## src/rtl/mc_ctrl.sv

```systemverilog
// Multi-cycle control FSM for the MIPS-subset datapath (IF/ID/EXE/MEM/WB).
// Optional feature: define ADDI_OVF_EN to support addi with overflow trap ($30 <= 1).
module mc_ctrl #(
    parameter logic [2:0] ALU_ADD  = 3'b000,
    parameter logic [2:0] ALU_SUB  = 3'b001,
    parameter logic [2:0] ALU_OR   = 3'b010,
    parameter logic [2:0] EXT_ZERO = 3'b000,
    parameter logic [2:0] EXT_SIGN = 3'b001,
    parameter logic [2:0] EXT_LUI  = 3'b010
) (
    input  logic       clk,
    input  logic       rst,
    input  logic [5:0] op,
    input  logic [5:0] funct,
    input  logic       zero,
    input  logic       overflow_flag,
    output logic       PCWr,
    output logic       IRWr,
    output logic       GPRWr,
    output logic       DMWr,
    output logic [1:0] npc_sel,
    output logic [1:0] reg_dst,
    output logic [1:0] wd_sel,
    output logic       alu_src_b,
    output logic [2:0] alu_sel,
    output logic [2:0] ext_sel,
    output logic [2:0] state
);

    typedef enum logic [2:0] {
        S_IF  = 3'd0,
        S_ID  = 3'd1,
        S_EXE = 3'd2,
        S_MEM = 3'd3,
        S_WB  = 3'd4
    } state_t;

    typedef enum logic [3:0] {
        I_ADDU, I_SUBU, I_JR, I_ORI, I_LUI, I_LW,
        I_SW, I_BEQ, I_J, I_JAL, I_ADDI, I_ILL
    } instr_t;

    state_t cur;
    instr_t kind;
    logic   ovf_q;

    assign state = cur;

    always_comb begin
        kind = I_ILL;
        case (op)
            6'h00: begin
                case (funct)
                    6'h21:   kind = I_ADDU;
                    6'h23:   kind = I_SUBU;
                    6'h08:   kind = I_JR;
                    default: kind = I_ILL;
                endcase
            end
            6'h0D: kind = I_ORI;
            6'h0F: kind = I_LUI;
            6'h23: kind = I_LW;
            6'h2B: kind = I_SW;
            6'h04: kind = I_BEQ;
            6'h02: kind = I_J;
            6'h03: kind = I_JAL;
`ifdef ADDI_OVF_EN
            6'h08: kind = I_ADDI;
`endif
            default: kind = I_ILL;
        endcase
    end

    always_ff @(posedge clk) begin
        if (rst) begin
            cur <= S_IF;
        end else begin
            case (cur)
                S_IF: cur <= S_ID;
                S_ID: begin
                    if (kind == I_J || kind == I_JAL || kind == I_JR || kind == I_ILL)
                        cur <= S_IF;
                    else
                        cur <= S_EXE;
                end
                S_EXE: begin
                    if (kind == I_LW || kind == I_SW)
                        cur <= S_MEM;
                    else if (kind == I_BEQ || kind == I_ILL)
                        cur <= S_IF;
                    else
                        cur <= S_WB;
                end
                S_MEM:   cur <= (kind == I_LW) ? S_WB : S_IF;
                S_WB:    cur <= S_IF;
                default: cur <= S_IF;
            endcase
        end
    end

`ifdef ADDI_OVF_EN
    // Overflow of addi is captured at the end of EXE and only consumed by the following WB.
    always_ff @(posedge clk) begin
        if (rst)
            ovf_q <= 1'b0;
        else if (cur == S_EXE)
            ovf_q <= (kind == I_ADDI) && overflow_flag;
    end
`else
    logic unused_ovf;
    assign unused_ovf = overflow_flag;
    assign ovf_q      = 1'b0;
`endif

    // Datapath selects are decoded from the instruction from EXE onward so they stay stable through WB.
    always_comb begin
        PCWr      = 1'b0;
        IRWr      = 1'b0;
        GPRWr     = 1'b0;
        DMWr      = 1'b0;
        npc_sel   = 2'b00;
        reg_dst   = 2'b00;
        wd_sel    = 2'b00;
        alu_src_b = 1'b0;
        alu_sel   = ALU_ADD;
        ext_sel   = EXT_ZERO;
        if (!rst) begin
            if (cur == S_EXE || cur == S_MEM || cur == S_WB) begin
                case (kind)
                    I_SUBU, I_BEQ: alu_sel = ALU_SUB;
                    I_ORI, I_LUI:  alu_sel = ALU_OR;
                    default:       alu_sel = ALU_ADD;
                endcase
                alu_src_b = (kind == I_ORI || kind == I_LUI || kind == I_LW ||
                             kind == I_SW  || kind == I_ADDI);
                case (kind)
                    I_LUI:               ext_sel = EXT_LUI;
                    I_LW, I_SW, I_ADDI:  ext_sel = EXT_SIGN;
                    default:             ext_sel = EXT_ZERO;
                endcase
                if (kind == I_ADDU || kind == I_SUBU) reg_dst = 2'b01;
                if (kind == I_LW) wd_sel = 2'b01;
            end
            case (cur)
                S_IF: begin
                    PCWr = 1'b1;
                    IRWr = 1'b1;
                end
                S_ID: begin
                    case (kind)
                        I_J: begin
                            PCWr    = 1'b1;
                            npc_sel = 2'b10;
                        end
                        I_JAL: begin
                            PCWr    = 1'b1;
                            npc_sel = 2'b10;
                            GPRWr   = 1'b1;
                            reg_dst = 2'b10;
                            wd_sel  = 2'b10;
                        end
                        I_JR: begin
                            PCWr    = 1'b1;
                            npc_sel = 2'b11;
                        end
                        default: ;
                    endcase
                end
                S_EXE: begin
                    if (kind == I_BEQ) begin
                        PCWr    = zero;
                        npc_sel = 2'b01;
                    end
                end
                S_MEM: DMWr = (kind == I_SW);
                S_WB: begin
                    GPRWr = (kind == I_ADDU || kind == I_SUBU || kind == I_ORI ||
                             kind == I_LUI  || kind == I_LW   || kind == I_ADDI);
                    if (kind == I_ADDI && ovf_q) begin
                        reg_dst = 2'b11;
                        wd_sel  = 2'b11;
                    end
                end
                default: ;
            endcase
        end
    end

endmodule

```

## config.mk

```make
export PLATFORM = sky130hd
export DESIGN_NAME = mc_ctrl
export DESIGN_NICKNAME = d
export VERILOG_FILES = /design/src/rtl/mc_ctrl.sv
export SDC_FILE = /design/constraint.sdc
export NUM_CORES = 1
export LEC_CHECK = 0
export BUFFER_PORTS_ARGS = -buffer_cell sky130_fd_sc_hd__buf_2
export CORE_UTILIZATION = 24
export DETAILED_ROUTE_END_ITERATION = 10
export PLACE_DENSITY_LB_ADDON = 0.05
export RECOVER_POWER = 25
export SLEW_MARGIN = 20
export SYNTH_ARGS = -nofsm -noshare
export SYNTH_HDL_FRONTEND = slang
export SYNTH_SLANG_ARGS = --single-unit
```

## constraint.sdc

```tcl
create_clock -name clk -period 5.3 [get_ports clk]
set_input_delay 1.06 -clock clk [delete_from_list [all_inputs] [get_ports clk]]
set_output_delay 1.06 -clock clk [all_outputs]
set_load 0.02 [all_outputs]
```

==> flow_summary.html <==
<table>
<tr><th>Metric</th><th>Value</th></tr>
<tr><th colspan="2">Cells and area</th></tr>
<tr><td>Count of placed standard cells in the final layout, fillers left out</td><td>155</td></tr>
<tr><td>Non-Filler Cell Area, Final</td><td>797 um^2</td></tr>
<tr><td>Post-layout nets</td><td>142</td></tr>
<tr><td>Most used cells in the layout excluding fill and tap cells</td><td>sky130_fd_sc_hd__buf_2 (28), sky130_fd_sc_hd__nor2_1 (11), sky130_fd_sc_hd__nand2_1 (10), sky130_fd_sc_hd__nor3_1 (9), sky130_fd_sc_hd__clkbuf_1 (5)</td></tr>
<tr><td>Max reg flops</td><td>3</td></tr>
<tr><td>Final Util</td><td>32.2%</td></tr>
<tr><td>Relative area change from synthesis to final layout</td><td>27.7%</td></tr>
<tr><td>Count of antenna diodes in the layout</td><td>0</td></tr>
<tr><td>Most common library cell in the layout ignoring fill and taps</td><td>sky130_fd_sc_hd__buf_2</td></tr>
<tr><td>Share of post-route cells with drive strength above 1</td><td>28.8%</td></tr>
<tr><th colspan="2">Clock network</th></tr>
<tr><td>CTS-repair resized insts</td><td>0</td></tr>
<tr><td>Clock transition at the registers of the reported paths</td><td>0.04 ns</td></tr>
<tr><td>CTS hold repair buffers</td><td>0</td></tr>
<tr><td>Number of H-tree branching levels</td><td>1</td></tr>
<tr><td>Post-CTS Setup Bufs</td><td>0</td></tr>
<tr><td>Sink count of the clock tree</td><td>3</td></tr>
<tr><td>TritonCTS clock tree</td><td>yes</td></tr>
<tr><td>Clk buf depth</td><td>2</td></tr>
<tr><td>Root buffer selected by CTS</td><td>sky130_fd_sc_hd__clkbuf_4</td></tr>
<tr><td>Num CTS Buffers</td><td>3</td></tr>
<tr><td>Insertion delay of the later-clocked pin in the worst-skew pair</td><td>0.23 ns</td></tr>
<tr><th colspan="2">Detailed routing</th></tr>
<tr><td>Vias per std cell</td><td>4.99</td></tr>
<tr><td>Count of routing violations after the opening detailed-route iteration</td><td>11</td></tr>
<tr><td>Post-detailed-route wirelength per cell</td><td>12.2 um</td></tr>
<tr><td>Overall routed net length</td><td>1900 um</td></tr>
<tr><td>Number of routed nets with antenna violations</td><td>0</td></tr>
<tr><td>DRT Pass-1 Iters</td><td>4</td></tr>
<tr><td>Remaining design rule violation count</td><td>0</td></tr>
<tr><td>Vias</td><td>773</td></tr>
<tr><th colspan="2">Placement</th></tr>
<tr><td>Placed cells</td><td>151</td></tr>
<tr><td>Pre-CTS WS</td><td>1.48 ns</td></tr>
<tr><td>Count of port buffers added during placement</td><td>32</td></tr>
<tr><td>HPWL Detailed</td><td>1490 um</td></tr>
<tr><td>Placed cell area</td><td>776 um^2</td></tr>
<tr><td>Routability congestion estimate from global placement</td><td>0.776</td></tr>
<tr><th colspan="2">Power</th></tr>
<tr><td>Comb power frac</td><td>35.0%</td></tr>
<tr><td>Power Total</td><td>100 uW</td></tr>
<tr><td>Peak ir drop on the vdd network</td><td>0.114 mV</td></tr>
<tr><td>Power spent charging and discharging nets</td><td>36.0 uW</td></tr>
<tr><td>Power share of the clock group</td><td>40.2%</td></tr>
<tr><td>Switching share of power</td><td>35.9%</td></tr>
<tr><td>Power share of the sequential group</td><td>24.8%</td></tr>
<tr><td>Internal power of the cells</td><td>64.2 uW</td></tr>
<tr><td>Pleak</td><td>0.346 nW</td></tr>
<tr><td>Areal power density over the cells</td><td>126 nW/um^2</td></tr>
<tr><th colspan="2">Critical path</th></tr>
<tr><td>Crit. End Element</td><td>primary output</td></tr>
<tr><td>Slowest cell on the critical path</td><td>sky130_fd_sc_hd__clkbuf_1</td></tr>
<tr><td>Critical path data required time</td><td>4.24 ns</td></tr>
<tr><td>Kind of start point of the critical path</td><td>input pin</td></tr>
<tr><td>Kind of critical path</td><td>input pin to primary output</td></tr>
<tr><td>CP bufs+invs</td><td>2</td></tr>
<tr><td>Slowest cell delay on critical path</td><td>0.40 ns</td></tr>
<tr><td>CP cell instances</td><td>clkbuf_1 -&gt; nand2_1 -&gt; o22a_1 -&gt; a311oi_1 -&gt; a21oi_1 -&gt; o41ai_1 -&gt; buf_2</td></tr>
<tr><td>Largest fanout on the critical path</td><td>11</td></tr>
<tr><td>R2R cell count</td><td>3</td></tr>
<tr><td>Kind of cell with the highest combined delay on the critical path</td><td>compound AO/OA/AOI/OAI gates</td></tr>
<tr><td>Number of stages on the worst setup path</td><td>7</td></tr>
<tr><td>CP Data Arrival Time</td><td>2.91 ns</td></tr>
<tr><th colspan="2">STA</th></tr>
<tr><td>Min Clock Period, post-route</td><td>3.97 ns</td></tr>
<tr><td>Worst setup slack after layout</td><td>1.33 ns</td></tr>
<tr><td>Count of final hold-check violations</td><td>0</td></tr>
<tr><td>Min Hold Slack</td><td>0.577 ns</td></tr>
<tr><td>Final clock period utilization by the worst path</td><td>74.9%</td></tr>
<tr><td>Unrepaired setup endpoints after global routing</td><td>false</td></tr>
<tr><td>Max_slew headroom</td><td>64.7%</td></tr>
<tr><td>Max Freq</td><td>252 MHz</td></tr>
<tr><td>Setup tns final</td><td>0 ns</td></tr>
<tr><td>Setup Skew</td><td>0.000497 ns</td></tr>
<tr><td>Final Max Tran Viols</td><td>0</td></tr>
<tr><td>Total setup violations reported at the end of the flow</td><td>0</td></tr>
<tr><td>Pin slew with the least headroom to its limit</td><td>0.530 ns</td></tr>
<tr><th colspan="2">Logic synthesis</th></tr>
<tr><td>Sequential area share after synthesis</td><td>9.62%</td></tr>
<tr><td>Average size of a mapped cell</td><td>6.44 um^2</td></tr>
<tr><td>Count of cell types in the netlist</td><td>44</td></tr>
<tr><td>Summed instance area of the synthesized netlist</td><td>624 um^2</td></tr>
<tr><td>Gate Count Post-Synth</td><td>97</td></tr>
<tr><td>Syn. warnings</td><td>0</td></tr>
<tr><td>Synthesized flop and latch total</td><td>3</td></tr>
<tr><th colspan="2">Min path</th></tr>
<tr><td>Worst hold path class</td><td>flip-flop to flip-flop</td></tr>
<tr><td>Hold Path Cell Cnt</td><td>1</td></tr>
<tr><th colspan="2">Floorplanning</th></tr>
<tr><td>Die width</td><td>53.0 um</td></tr>
<tr><td>Site Rows</td><td>18</td></tr>
<tr><td>Die Footprint</td><td>2810 um^2</td></tr>
<tr><td>I/O pin count</td><td>36</td></tr>
<tr><td>Area of the core</td><td>2480 um^2</td></tr>
<tr><td>Vertical die dimension</td><td>53.0 um</td></tr>
<tr><td>Effective utilization at floorplan</td><td>25.2%</td></tr>
<tr><th colspan="2">Global route</th></tr>
<tr><td>Initial antenna violation count</td><td>0</td></tr>
<tr><td>Vias in the first global route</td><td>675</td></tr>
<tr><td>First-pass GRT wire length</td><td>2990 um</td></tr>
<tr><td>Global route overflow</td><td>0</td></tr>
<tr><td>Maximum number of pins on one net before global-route repair</td><td>13</td></tr>
<tr><td>All-layer global routing usage</td><td>14.5%</td></tr>
<tr><th colspan="2">Status</th></tr>
<tr><td>Result of the run</td><td>completed</td></tr>
<tr><th colspan="2">Job</th></tr>
<tr><td>Max-capacitance violation count</td><td>0</td></tr>
</table>
[worst reg2reg max path: stages, from the launching register on]
cell	delay (ns)
sky130_fd_sc_hd__dfxtp_1	0.36
sky130_fd_sc_hd__or3_1	0.44
sky130_fd_sc_hd__or4b_1	0.52
sky130_fd_sc_hd__o22ai_1	0.12
[cells by family after synthesis]
| logic type | share of synthesized area (%) |
|---|---|
| xor gates and xnor gates | 1.40 |
| other | 0.601 |
| buffers and inverters | 10.4 |
| AOI/OAI and AO/OA | 28.3 |
| and+or+nand+nor | 49.7 |
| DFF | 9.62 |
[power by group through the flow]
stage / Combinational, mW / Sequential, mW / Clock [mW]
after detailed placement: 0.0354 / 0.0251 / 0
after CTS: 0.0357 / 0.0248 / 0.0417
after global placement: 0.0356 / 0.0252 / 0
after global routing: 0.0392 / 0.0249 / 0.0456
final: 0.0351 / 0.0248 / 0.0402
after floorplan: 0.0243 / 0.0256 / 0
[synth_stat cells, drive strengths merged]
library cell  count  share of area [%]
a2111oi           1                4.4
a21boi            1                1.2
a21o              3                3.6
a21oi             4                3.2
a22o              1                1.4
a311oi            1                1.4
a31oi             1                1.0
and2              1                1.0
and3              2                2.0
and3b             1                1.4
buf               7                6.6
clkbuf            2                1.4
conb              1               0.60
dfxtp             3                9.6
inv               4                2.4
nand2            11                7.0
nand2b            3                3.0
nand3             1               0.80
nand3b            2                2.4
nand4             1                1.0
nor2             11                6.6
nor2b             3                3.0
nor3              9                7.2
nor4              3                4.0
nor4b             1                1.4
o2111ai           1                1.4
o21ai             3                2.4
o21bai            1                1.2
o22a              1                1.4
o22ai             3                3.0
o31ai             1                1.2
o41ai             1                1.4
or2               1                1.0
or3               3                3.0
or3b              1                1.4
or4               1                1.8
or4b              1                1.6
xor2              1                1.4
[routing by layer]
layer  GRT usage (%)  wire [um]  vias to the layer above  part of all wire, %
met5               0          0                        -                    0
met4            1.32          0                        0                    0
met3            4.31         80                        0                  4.2
met2            22.8        831                       24                   44
met1            20.0        983                      340                   52
li1                -          -                      409                    -
[final timing paths]
check                       from                  end  slack [ns]
min reg2reg  state[1]$_SDFF_PP0_  state[0]$_SDFF_PP0_        0.58
max                        op[0]                 PCWr        1.33
min          state[1]$_SDFF_PP0_  state[0]$_SDFF_PP0_        0.58
max reg2reg  state[0]$_SDFF_PP0_  state[2]$_SDFF_PP0_        3.78
[layout make-up]
class / count / area (um^2)
well taps: 30 / 37.5
clock buffers: 4 / 26.3
inverters: 4 / 15.0
multi-input cells: 82 / 503
flip-flops and latches: 3 / 60.1
fillers: 301 / 1680
repair buffers: 32 / 155
(Power assumes the default switching activity.)
